[src/rtl/stack_seq_pkg.sv]
// Shared definitions for the stack sequencer: operation codes, address
// register file control codes, output-select constants and FSM states.
package stack_seq_pkg;

  // Operation codes presented on Op
  localparam logic [1:0] OP_PUSH = 2'b00;
  localparam logic [1:0] OP_POP  = 2'b01;
  localparam logic [1:0] OP_CALL = 2'b10;
  localparam logic [1:0] OP_RET  = 2'b11;

  // Address register file function codes
  localparam logic [1:0] FUN_DEC   = 2'b00;
  localparam logic [1:0] FUN_INC   = 2'b01;
  localparam logic [1:0] FUN_LOAD  = 2'b10;
  localparam logic [1:0] FUN_CLEAR = 2'b11;

  // Address register file enable masks
  localparam logic [2:0] REGSEL_NONE = 3'b000;
  localparam logic [2:0] REGSEL_PC   = 3'b100;
  localparam logic [2:0] REGSEL_SP   = 3'b010;
  localparam logic [2:0] REGSEL_AR   = 3'b001;

  // Fixed output selects: OutC carries PC, OutD carries SP
  localparam logic [1:0] OUTC_SEL_PC = 2'b00;
  localparam logic [1:0] OUTD_SEL_SP = 2'b01;

  // Sequencer states
  typedef enum logic [2:0] {
    S_IDLE = 3'd0,
    S_DEC  = 3'd1,
    S_WH   = 3'd2,
    S_WL   = 3'd3,
    S_RL   = 3'd4,
    S_RH   = 3'd5,
    S_LDPC = 3'd6,
    S_DONE = 3'd7
  } state_t;

endpackage

[src/rtl/stack_sequencer.sv]
// Stack sequencer: drives an external address register file and byte-wide
// memory to perform PUSH, POP, CALL and RET on a full-descending,
// little-endian 16-bit stack.
//
// Handshake: Req is sampled only while Busy=0 (IDLE); a rising edge with
// Req=1 in IDLE accepts the request and latches Op, WData and PCValue.
// Busy stays high until the cycle after the one-cycle Done pulse, and any
// Req seen while Busy=1 (including the Done cycle) is ignored.
module stack_sequencer
  import stack_seq_pkg::*;
(
  input  logic        Clock,
  input  logic        Reset,
  input  logic        Req,
  input  logic [1:0]  Op,
  input  logic [15:0] WData,
  input  logic [15:0] PCValue,
  input  logic [15:0] ARF_OutD,
  input  logic [7:0]  Mem_Q,
  output logic        Busy,
  output logic        Done,
  output logic [15:0] RData,
  output logic [1:0]  ARF_FunSel,
  output logic [2:0]  ARF_RegSel,
  output logic [1:0]  ARF_OutCSel,
  output logic [1:0]  ARF_OutDSel,
  output logic [15:0] ARF_I,
  output logic [15:0] Mem_Address,
  output logic [7:0]  Mem_Data,
  output logic        Mem_WR,
  output logic        Mem_CS,
  output logic [2:0]  dbg_state
);

  state_t      state;
  state_t      state_next;
  logic [1:0]  op_q;
  logic [15:0] wdata_q;
  logic [15:0] pc_q;
  logic [15:0] rdata_q;
  logic [15:0] push_data;

  // CALL pushes the return address; PUSH pushes the caller's data
  assign push_data   = (op_q == OP_CALL) ? pc_q : wdata_q;

  assign Busy        = (state != S_IDLE);
  assign RData       = rdata_q;
  assign ARF_OutCSel = OUTC_SEL_PC;
  assign ARF_OutDSel = OUTD_SEL_SP;
  assign Mem_Address = ARF_OutD;
  assign dbg_state   = state;

  // State register
  always_ff @(posedge Clock or posedge Reset) begin
    if (Reset) state <= S_IDLE;
    else       state <= state_next;
  end

  // Request latches at accept and popped-byte capture during reads
  always_ff @(posedge Clock or posedge Reset) begin
    if (Reset) begin
      op_q    <= OP_PUSH;
      wdata_q <= '0;
      pc_q    <= '0;
      rdata_q <= '0;
    end else begin
      if (state == S_IDLE && Req) begin
        op_q    <= Op;
        wdata_q <= WData;
        pc_q    <= PCValue;
      end
      if (state == S_RL) rdata_q[7:0]  <= Mem_Q;
      if (state == S_RH) rdata_q[15:8] <= Mem_Q;
    end
  end

  // Next-state and per-state register-file / memory controls
  always_comb begin
    state_next = state;
    Done       = 1'b0;
    ARF_RegSel = REGSEL_NONE;
    ARF_FunSel = FUN_DEC;
    ARF_I      = '0;
    Mem_Data   = '0;
    Mem_WR     = 1'b0;
    Mem_CS     = 1'b0;
    case (state)
      S_IDLE: begin
        if (Req) state_next = (Op == OP_PUSH || Op == OP_CALL) ? S_DEC : S_RL;
      end
      S_DEC: begin
        // Pre-decrement so SP addresses the high byte's slot
        ARF_RegSel = REGSEL_SP;
        ARF_FunSel = FUN_DEC;
        state_next = S_WH;
      end
      S_WH: begin
        Mem_CS     = 1'b1;
        Mem_WR     = 1'b1;
        Mem_Data   = push_data[15:8];
        ARF_RegSel = REGSEL_SP;
        ARF_FunSel = FUN_DEC;
        state_next = S_WL;
      end
      S_WL: begin
        Mem_CS     = 1'b1;
        Mem_WR     = 1'b1;
        Mem_Data   = push_data[7:0];
        state_next = (op_q == OP_CALL) ? S_LDPC : S_DONE;
      end
      S_RL: begin
        Mem_CS     = 1'b1;
        ARF_RegSel = REGSEL_SP;
        ARF_FunSel = FUN_INC;
        state_next = S_RH;
      end
      S_RH: begin
        Mem_CS     = 1'b1;
        ARF_RegSel = REGSEL_SP;
        ARF_FunSel = FUN_INC;
        state_next = (op_q == OP_RET) ? S_LDPC : S_DONE;
      end
      S_LDPC: begin
        // RET jumps to the popped address, CALL to the latched target
        ARF_RegSel = REGSEL_PC;
        ARF_FunSel = FUN_LOAD;
        ARF_I      = (op_q == OP_RET) ? rdata_q : wdata_q;
        state_next = S_DONE;
      end
      S_DONE: begin
        Done       = 1'b1;
        state_next = S_IDLE;
      end
      default: state_next = S_IDLE;
    endcase
  end

endmodule
[config.mk]
export PLATFORM = sky130hd
export DESIGN_NAME = stack_sequencer
export DESIGN_NICKNAME = d
export VERILOG_FILES = /design/src/rtl/stack_seq_pkg.sv /design/src/rtl/stack_sequencer.sv
export SDC_FILE = /design/constraint.sdc
export NUM_CORES = 1
export LEC_CHECK = 0
export ABC_CLOCK_PERIOD_IN_PS = 2600
export CORE_ASPECT_RATIO = 0.5
export CORE_MARGIN = 2
export CORE_UTILIZATION = 46
export CTS_CLUSTER_SIZE = 25
export DETAILED_ROUTE_END_ITERATION = 16
export GPL_TIMING_DRIVEN = 0
export PLACE_DENSITY = 0.87
export SYNTH_ARGS = -nofsm -noshare
export SYNTH_HDL_FRONTEND = slang
export SYNTH_SLANG_ARGS = --single-unit
[constraint.sdc]
create_clock -name Clock -period 2.6 [get_ports Clock]
set_input_delay 0.65 -clock Clock [delete_from_list [all_inputs] [get_ports Clock]]
set_output_delay 0.65 -clock Clock [all_outputs]
set_load 0.01 [all_outputs]
==> results.py, run 1 <==
metrics = {
    "global_routing": {
        "grt_use_total_pct": 23.4,
        "gr-total-overflow": 0,
        "grt_pass1_vias": 2473,
        "grt_max_degree": 39,
        "grt_first_pass_wirelength_um": 12900,
        "antenna_found_initial": 0,
    },
    "worst_setup_path": {
        "timing.rr.end": "dbg_state[0]",
        "worstReg2RegStart": "dbg_state[2]",
        "critical_path_class": "flip-flop to output pin",
        "cp-start-kind": "flip-flop",
        "path_delay_family": "multiplexers",
        "critPathMaxFanout": 5,
        "end_kind": "output pin",
        "crit_slowest_cell": "mux4_2",
        "crit_arrival_ns": 1.90,
        "path_buf_inv": 2,
        "ff2ff_setup_slack_ns": 0.71,
        "crit_required_ns": 1.95,
        "cp_cell_sequence": "nor2b_4, buf_4, mux4_2, nor2b_2, buf_2",
        "max_stage_delay_ns": 0.49,
        "rr_worst_depth": 6,
    },
    "clock_network": {
        "numCtsBuffers": 5,
        "worstSkewPairLatency_ns": 0.29,
        "hold_buffers": 0,
        "cts_max_level": 2,
        "clock-sinks": 53,
        "cts_tree": "done",
        "path_clk_slew_ns": 0.07,
        "cts_root_buf": "clkbuf_16",
        "clockBufferDepth": 2,
    },
    "logic_synthesis": {
        "netlist_area_mm2": 0.00300,
        "synth_edf_count": 0,
        "synthArstFlopShare_pct": 100,
        "ys_types": 35,
        "ys_seq_area_share_pct": 44.2,
        "avgSynthCellArea_um2": 12.3,
        "ys_seq_elements": 53,
        "synthCells": 243,
        "synth-main-ff-cell": "dfrtp_1",
        "ys_warn_count": 0,
    },
    "sta": {
        "rsz0062_at_grt": "false",
        "finalSetupViolations": 0,
        "report.final.slew_viol_count": 0,
        "period_needed_ns": 2.55,
        "holdWs_ns": 0.512,
        "hold_violations": 0,
        "max_freq_mhz": 393,
        "skew_ns": 0.00565,
        "finalCritPeriodShare_pct": 98.0,
        "slew_headroom_pct": 50.7,
        "tightest_slew_ns": 0.735,
    },
    "placement": {
        "placed_area_mm2": 0.00425,
        "numPortBuffers": 111,
        "place.gp.congestion": 0.823,
        "dpl.hpwl_um": 6270,
    },
    "power_and_ir_drop": {
        "power.density_mw_per_mm2": 1160,
        "vdd_drop_max_uv": 453,
        "p_leak_nw": 2.01,
    },
    "cells_and_area": {
        "mostFrequentLayoutCell": "clkdlybuf4s50_1",
        "nets": 433,
        "stdcell_area_mm2": 0.00443,
        "diodes": 0,
        "drive_above_1_share_pct": 35.8,
        "final_cell_mix": "clkdlybuf4s50_1, dfrtp_1, nand2_1",
        "syn_to_final_growth_pct": 47.7,
    },
    "route": {
        "firstDrtPassIters": 4,
        "wirelength_um": 8400,
        "drt_iter0_markers": 124,
        "drcViolationCount": 0,
        "wl_met2_um": 4410,
        "ant_nets": 0,
        "viasPerCell": 5.17,
        "dr_total_vias": 2362,
        "highest_layer": "met4",
        "wl_met3_um": 531,
        "wire_per_inst_um": 18.4,
        "wl_met1_um": 3250,
    },
    "worst_hold_path": {
        "holdPathStages": 1,
        "hold_end": "pc_q[12]",
        "hold_start": "pc_q[12]",
        "hp-class": "flip-flop to flip-flop",
    },
    "floorplanning": {
        "die_h_um": 61.1,
        "start_util_pct": 48.5,
        "rows": 20,
        "fp.coreArea_mm2": 0.00618,
        "die_area_mm2": 0.00722,
        "pin_count": 133,
        "die_w_um": 118,
    },
    "job": {
        "cap_violations": 0,
    },
    "status": {
        "status": "finished, final reports clean",
    },
}
## how the worst max path moves through the flow
stage                     to          from  cells after the start  slack, ns
5_1_grt             ARF_I[6]  dbg_state[2]                      6     0.0002
6_report         Mem_Data[0]       op_q[1]                      5       0.05
2_1_floorplan      ARF_I[10]  dbg_state[2]                      6       0.42
4_1_cts        ARF_FunSel[1]  dbg_state[2]                      7       0.02
3_5_place_dp       ARF_I[13]  dbg_state[2]                      7      -0.23
3_3_place_gp         pc_q[8]         Reset                      2      -0.22
## state kept, by name (all words and copies together) (netlist names)
signal and flops:
RData 16, pc_q 16, dbg_state 3, wdata_q 16, op_q 2
## final cells by class
| type | instances | area [µm²] |
|---|---|---|
| flip-flops and latches | 53 | 1330 |
| well taps | 88 | 110 |
| fillers | 426 | 1750 |
| repair buffers | 118 | 1110 |
| clock buffers | 6 | 129 |
| multi-input cells | 152 | 1430 |
| inverters | 7 | 28.8 |
| clock inverters | 2 | 13.8 |
| plain buffers | 31 | 280 |
## cells in the mapped netlist, types with 2 or more instances
cell | n | share of area (%)
dfrtp_1 | 53 | 44
nand2_1 | 34 | 4.3
mux2_4 | 30 | 15
buf_4 | 21 | 5.3
mux2_2 | 20 | 7.5
a21oi_1 | 18 | 3.0
nor2b_1 | 9 | 1.9
mux4_2 | 8 | 6.0
inv_1 | 6 | 0.75
buf_2 | 4 | 0.67
clkbuf_1 | 4 | 0.50
ha_1 | 4 | 1.7
buf_12 | 3 | 2.0
buf_6 | 2 | 0.75
conb_1 | 2 | 0.25
nand3_1 | 2 | 0.33
nor2_1 | 2 | 0.25
o21ai_0 | 2 | 0.33
or3_1 | 2 | 0.42
xor2_1 | 2 | 0.58
## per-layer routing
layer	GRT usage (%)	vias up
li1	-	1062
met1	27.4	1173
met2	44.3	106
met3	4.72	21
met4	9.12	0
met5	0	-
## stage by stage
step	util [%]	total power, mW	worst slack [ns]	setup TNS, ns	std cells
final	71.6	5.12	0.0527	0	457
after CTS	71.5	5.10	0.0160	0	459
after detailed placement	68.8	4.32	-0.231	-2.80	446
after global placement	68.4	4.19	-0.217	-12.83	445
after global routing	71.6	5.40	0.000183	0	457
after floorplan	-	3.30	0.421	0	246
## where the power goes
| part | internal, mW | switching (mW) |
|---|---|---|
| registers | 1.26 | 0.354 |
| clock network | 0.360 | 0.311 |
| logic | 1.69 | 1.15 |
## timing repair
item | in CTS | in global routing
gates resized for setup | 67 | 17
endpoints found under the setup margin | 26 | 23
setup buffers | 6 | 0
## kinds of logic after synthesis
kind of cell | share of synthesized area, %
compound gates | 4.80
xor+xnor | 0.877
fa+ha+maj | 1.67
buf+inv | 10.1
flops | 44.2
mux | 28.5
other cells | 0.251
simple gates | 9.56
No activity file was read; power rests on OpenSTA's default activity.
==> inputs of run 2 (changes only) <==
CTS_CLUSTER_SIZE = unset   (was 25)
MAX_ROUTING_LAYER = met4   (was unset)
==> run 2 against run 1 <==
Effect of this change: total power hardly changed; clock power about the same; non-clock buffer count stayed put; critical path depth unchanged; design area unchanged; combinational power about the same; sequential power is essentially flat; setup slack improved by 0.0015 ns; worst hold slack worse by 0.0017 ns; clock skew increased by 0.0020 ns; via count rose by 0.64%; largest power group unchanged.
==> results.py, run 2 (synthesis results as in run 1) <==
metrics = {
    "route": {
        "firstDrtPassIters": 4,
        "viasPerCell": 5.20,
        "wire_per_inst_um": 18.4,
        "drcViolationCount": 0,
        "dr_total_vias": 2377,
        "wirelength_um": 8430,
        "drt_iter0_markers": 104,
        "ant_nets": 0,
    },
    "power_and_ir_drop": {
        "power.density_mw_per_mm2": 1160,
        "p_clk_share_pct": 13.1,
        "combPwrFrac_pct": 55.5,
        "p_int_mw": 3.31,
        "p_seq_share_pct": 31.4,
        "p_leak_nw": 2.01,
        "switching_power_mw": 1.81,
        "swShare_pct": 35.4,
        "vdd_drop_max_uv": 451,
    },
    "worst_setup_path": {
        "crit_required_ns": 1.95,
        "critical_path_class": "flip-flop to output pin",
        "crit_slowest_cell": "mux4_2",
        "crit_arrival_ns": 1.90,
        "cp_cell_sequence": "nor2b_4, buf_4, mux4_2, nor2b_2, buf_2",
        "timing.rr.end": "dbg_state[0]",
        "cp-start-kind": "flip-flop",
        "rr_worst_depth": 6,
        "end_kind": "output pin",
        "ff2ff_setup_slack_ns": 0.70,
        "critPathMaxFanout": 5,
        "worstReg2RegStart": "dbg_state[2]",
        "max_stage_delay_ns": 0.49,
    },
    "cells_and_area": {
        "mostFrequentLayoutCell": "clkdlybuf4s50_1",
        "diodes": 0,
        "multi_input_area_mm2": 0.00143,
        "seq_area_mm2": 0.00133,
        "drive_above_1_share_pct": 35.8,
        "fill_cells": 426,
        "stdcell_area_mm2": 0.00443,
        "final_cell_mix": "clkdlybuf4s50_1, dfrtp_1, nand2_1",
        "nets": 433,
        "syn_to_final_growth_pct": 47.7,
    },
    "placement": {
        "placed_area_mm2": 0.00425,
        "dpl.hpwl_um": 6270,
        "numPortBuffers": 111,
        "place.gp.congestion": 0.835,
    },
    "sta": {
        "setup_tns_ns": 0,
        "max_freq_mhz": 393,
        "finalSetupViolations": 0,
        "finalCritPeriodShare_pct": 97.9,
        "skew_ns": 0.00767,
        "slew_headroom_pct": 51.0,
        "tightest_slew_ns": 0.731,
        "hold_violations": 0,
        "period_needed_ns": 2.55,
        "report.final.slew_viol_count": 0,
    },
    "clock_network": {
        "numCtsBuffers": 5,
        "path_clk_slew_ns": 0.07,
        "cts_tree": "done",
        "clock-sinks": 53,
        "cts_root_buf": "clkbuf_16",
        "clockBufferDepth": 2,
        "cts_max_level": 2,
        "worstSkewPairLatency_ns": 0.29,
    },
    "global_routing": {
        "grt_pass1_vias": 2481,
        "grt_first_pass_wirelength_um": 12800,
        "grt_max_degree": 39,
        "gr-total-overflow": 0,
        "grt_use_total_pct": 24.1,
        "antenna_found_initial": 0,
    },
    "worst_hold_path": {
        "hp-class": "flip-flop to flip-flop",
        "hold_end": "pc_q[12]",
        "hold_start": "pc_q[12]",
        "holdPathStages": 1,
    },
    "floorplanning": {
        "die_area_mm2": 0.00722,
        "die_w_um": 118,
        "start_util_pct": 48.5,
        "rows": 20,
        "die_h_um": 61.1,
        "fp.coreArea_mm2": 0.00618,
        "pin_count": 133,
    },
    "status": {
        "status": "finished, final reports clean",
    },
    "job": {
        "cap_violations": 0,
    },
}
run 2: routing by layer:
layer	up-vias	wire, µm	track usage, %
met5	-	0	-
met4	0	208	9.12
met3	21	502	4.72
met2	103	4460	44.3
met1	1187	3260	27.3
li1	1066	-	-
run 2: worst max-delay path by stage:
stage / start / to / slack, ns / cells past startpoint
after floorplan: dbg_state[2] / ARF_I[10] / 0.42 / 6
after global placement: Reset / pc_q[8] / -0.22 / 2
after detailed placement: dbg_state[2] / ARF_I[13] / -0.23 / 7
after CTS: dbg_state[2] / ARF_FunSel[1] / 0.02 / 7
after global routing: dbg_state[2] / ARF_I[6] / -0.0008 / 6
final: op_q[1] / Mem_Data[0] / 0.05 / 5
run 2: power groups by stage:
stage / combinational, mW / sequential [mW] / clock (mW)
4_1_cts: 2.83 / 1.59 / 0.677
5_1_grt: 3.02 / 1.66 / 0.716
3_5_place_dp: 2.71 / 1.61 / 0
2_1_floorplan: 1.72 / 1.57 / 0
6_report: 2.84 / 1.61 / 0.670
3_3_place_gp: 2.62 / 1.57 / 0
run 2: repair_timing:
| action | 4_1_cts | 5_1_grt |
|---|---|---|
| endpoints found under the setup margin | 26 | 22 |
| hold buffers | 0 | 0 |
| gates resized for setup | 67 | 17 |
| setup buffers | 6 | 0 |
run 2: area by class of cell:
cell class | count | area share, %
plain buffers | 31 | 6.33
clock buffers | 6 | 2.91
clock inverters | 2 | 0.311
inverters | 7 | 0.650
multi-input cells | 152 | 32.3
flip-flops and latches | 53 | 30.0
well taps | 88 | 2.49
repair buffers | 118 | 25.0
run 2: per-stage QoR:
stage                     hold slack, ns  cells  total power [mW]  setup slack, ns  util (%)
after CTS                          0.513    459              5.10           0.0160      71.5
after floorplan                    0.476    246              3.30            0.421         -
after global routing               0.519    457              5.39        -0.000845      71.6
after detailed placement           0.492    446              4.32           -0.231      68.8
after global placement             0.494    445              4.19           -0.217      68.4
final                              0.510    457              5.12           0.0542      71.6
run 2: worst max-delay path: cells and delay by family (launching register included):
family	cells	cell delay, ns
and+or+nand+nor	2	0.42
DFF	1	0.41
buffers and inverters	2	0.29
muxes	1	0.49
==> inputs of run 3 (changes only) <==
CORE_MARGIN = 10   (was 2)
SLEW_MARGIN = 20   (was unset)
==> run 3 against run 2 <==
Effect of this change: setup slack worse by 0.038 ns; global-route usage is 5.0 points lower; highest routed layer unchanged; routed wire length is 17% higher; worst hold slack hardly changed; non-clock buffer count is 3 higher; sequential share of layout area is 0.059 points higher; combinational power is 3% higher; clock power is 2% lower; core utilization is 0.14 points lower; flip-flop and latch count stayed put; via count is 0.38% higher.
==> results.py, run 3 (synthesis results as in run 1) <==
metrics = {
    "cells_and_area": {
        "diodes": 0,
        "fill_cells": 415,
        "drive_above_1_share_pct": 36.3,
        "utilization_pct": 71.5,
        "final_cells": 460,
        "final_cell_mix": "clkdlybuf4s50_1, dfrtp_1, nand2_1",
        "syn_to_final_growth_pct": 47.4,
        "stdcell_area_mm2": 0.00442,
        "mostFrequentLayoutCell": "clkdlybuf4s50_1",
        "nets": 436,
    },
    "route": {
        "wire_per_inst_um": 21.4,
        "drt_iter0_markers": 146,
        "drcViolationCount": 0,
        "firstDrtPassIters": 4,
        "dr_total_vias": 2386,
        "viasPerCell": 5.19,
        "ant_nets": 0,
        "wirelength_um": 9830,
    },
    "worst_setup_path": {
        "crit_arrival_ns": 1.93,
        "timing.rr.end": "dbg_state[2]",
        "path_delay_family": "multiplexers",
        "rr_worst_depth": 6,
        "ff2ff_setup_slack_ns": 0.64,
        "critical_path_class": "flip-flop to output pin",
        "crit_top_cell": "nor2b_1",
        "crit_slowest_cell": "mux4_2",
        "worstReg2RegStart": "dbg_state[2]",
        "end_kind": "output pin",
        "critPathMaxFanout": 4,
        "cp_cell_sequence": "nor2b_1, buf_4, mux4_2, nor2b_1, dlygate4sd2_1",
        "max_stage_delay_ns": 0.48,
        "crit_required_ns": 1.95,
        "cp-start-kind": "flip-flop",
        "path_buf_inv": 2,
    },
    "global_routing": {
        "grtUsageMet2_pct": 34.4,
        "grt_busiest_layer": "met2",
        "use_met1_pct": 20.7,
        "grt_use_total_pct": 19.1,
        "grt_first_pass_wirelength_um": 15400,
        "grt_max_degree": 31,
        "antenna_found_initial": 0,
        "grt_pass1_vias": 2604,
        "gr-total-overflow": 0,
        "use_met3_pct": 3.90,
    },
    "sta": {
        "skew_ns": 0.00320,
        "holdWs_ns": 0.510,
        "finalCritPeriodShare_pct": 99.4,
        "period_needed_ns": 2.58,
        "finalSetupViolations": 0,
        "report.final.slew_viol_count": 0,
        "max_freq_mhz": 387,
        "tightest_slew_ns": 0.777,
        "hold_violations": 0,
        "slew_headroom_pct": 47.9,
    },
    "placement": {
        "placed_cells": 446,
        "place.gp.congestion": 0.794,
        "numPortBuffers": 111,
        "placed_area_mm2": 0.00425,
        "dpl.hpwl_um": 7460,
    },
    "clock_network": {
        "path_clk_slew_ns": 0.07,
        "hold_buffers": 0,
        "cts_root_buf": "clkbuf_16",
        "clock-sinks": 53,
        "numCtsBuffers": 5,
        "worstSkewPairLatency_ns": 0.29,
        "cts_tree": "done",
        "clockBufferDepth": 2,
        "cts_max_level": 2,
    },
    "floorplanning": {
        "pin_count": 133,
        "rows": 20,
        "start_util_pct": 48.5,
        "fp.coreArea_mm2": 0.00618,
        "die_area_mm2": 0.0103,
        "die_w_um": 134,
        "die_h_um": 77.1,
    },
    "power_and_ir_drop": {
        "p_leak_nw": 2.02,
        "power.density_mw_per_mm2": 1180,
        "vdd_drop_max_uv": 467,
        "totalPowerFinal_mw": 5.19,
    },
    "worst_hold_path": {
        "holdPathStages": 1,
        "hold_end": "pc_q[1]",
        "hp-class": "flip-flop to flip-flop",
        "hold_start": "pc_q[1]",
    },
    "job": {
        "cap_violations": 0,
    },
    "status": {
        "status": "finished, final reports clean",
    },
}
-- run 3: through the flow --
| step | setup WS, ns | setup TNS (ns) |
|---|---|---|
| finish | 0.0165 | 0 |
| global route | -0.0442 | -0.223 |
| CTS | -0.00589 | -0.00786 |
| detailed placement | -0.197 | -2.79 |
| global placement | -0.216 | -12.96 |
| floorplan | 0.421 | 0 |
-- run 3: area by class of cell --
type / instances / area [µm²] / share of cell area [%]
sequential: 53 / 1330 / 30.1
tap: 88 / 110 / 2.49
clock buffer: 5 / 125 / 2.83
inverter: 7 / 28.8 / 0.651
timing repair buffer: 119 / 1100 / 24.9
clock inverter: 3 / 17.5 / 0.396
buffer: 33 / 295 / 6.68
multi-input combinational: 152 / 1410 / 32.0
-- run 3: worst max-delay path by stage --
stage,from,end,depth (start not counted),slack (ns)
after floorplan,dbg_state[2],ARF_I[10],6,0.42
after global placement,Reset,pc_q[1],2,-0.22
after detailed placement,dbg_state[2],Mem_Data[5],6,-0.20
after CTS,dbg_state[2],ARF_FunSel[1],7,-0.006
after global routing,op_q[0],Mem_Data[6],6,-0.04
final,op_q[0],Mem_Data[0],5,0.02
-- run 3: repair_timing --
action | CTS | global route
buffers inserted | 4 | 3
setup endpoints to repair | 27 | 28
gates resized for setup | 65 | 23
-- run 3: per-layer routing --
metal | part of all wire [%] | up-vias
met1 | 38 | 1194
met5 | 0 | -
met4 | 2.9 | 0
met3 | 5.6 | 19
met2 | 54 | 101
li1 | - | 1072
-- run 3: power by group --
group	total, mW	internal, mW	switching (mW)	leakage, nW
clock	0.656	0.354	0.302	0.0696
sequential	1.62	1.26	0.355	0.625
combinational	2.92	1.70	1.22	1.32
total	5.19	3.32	1.88	2.02
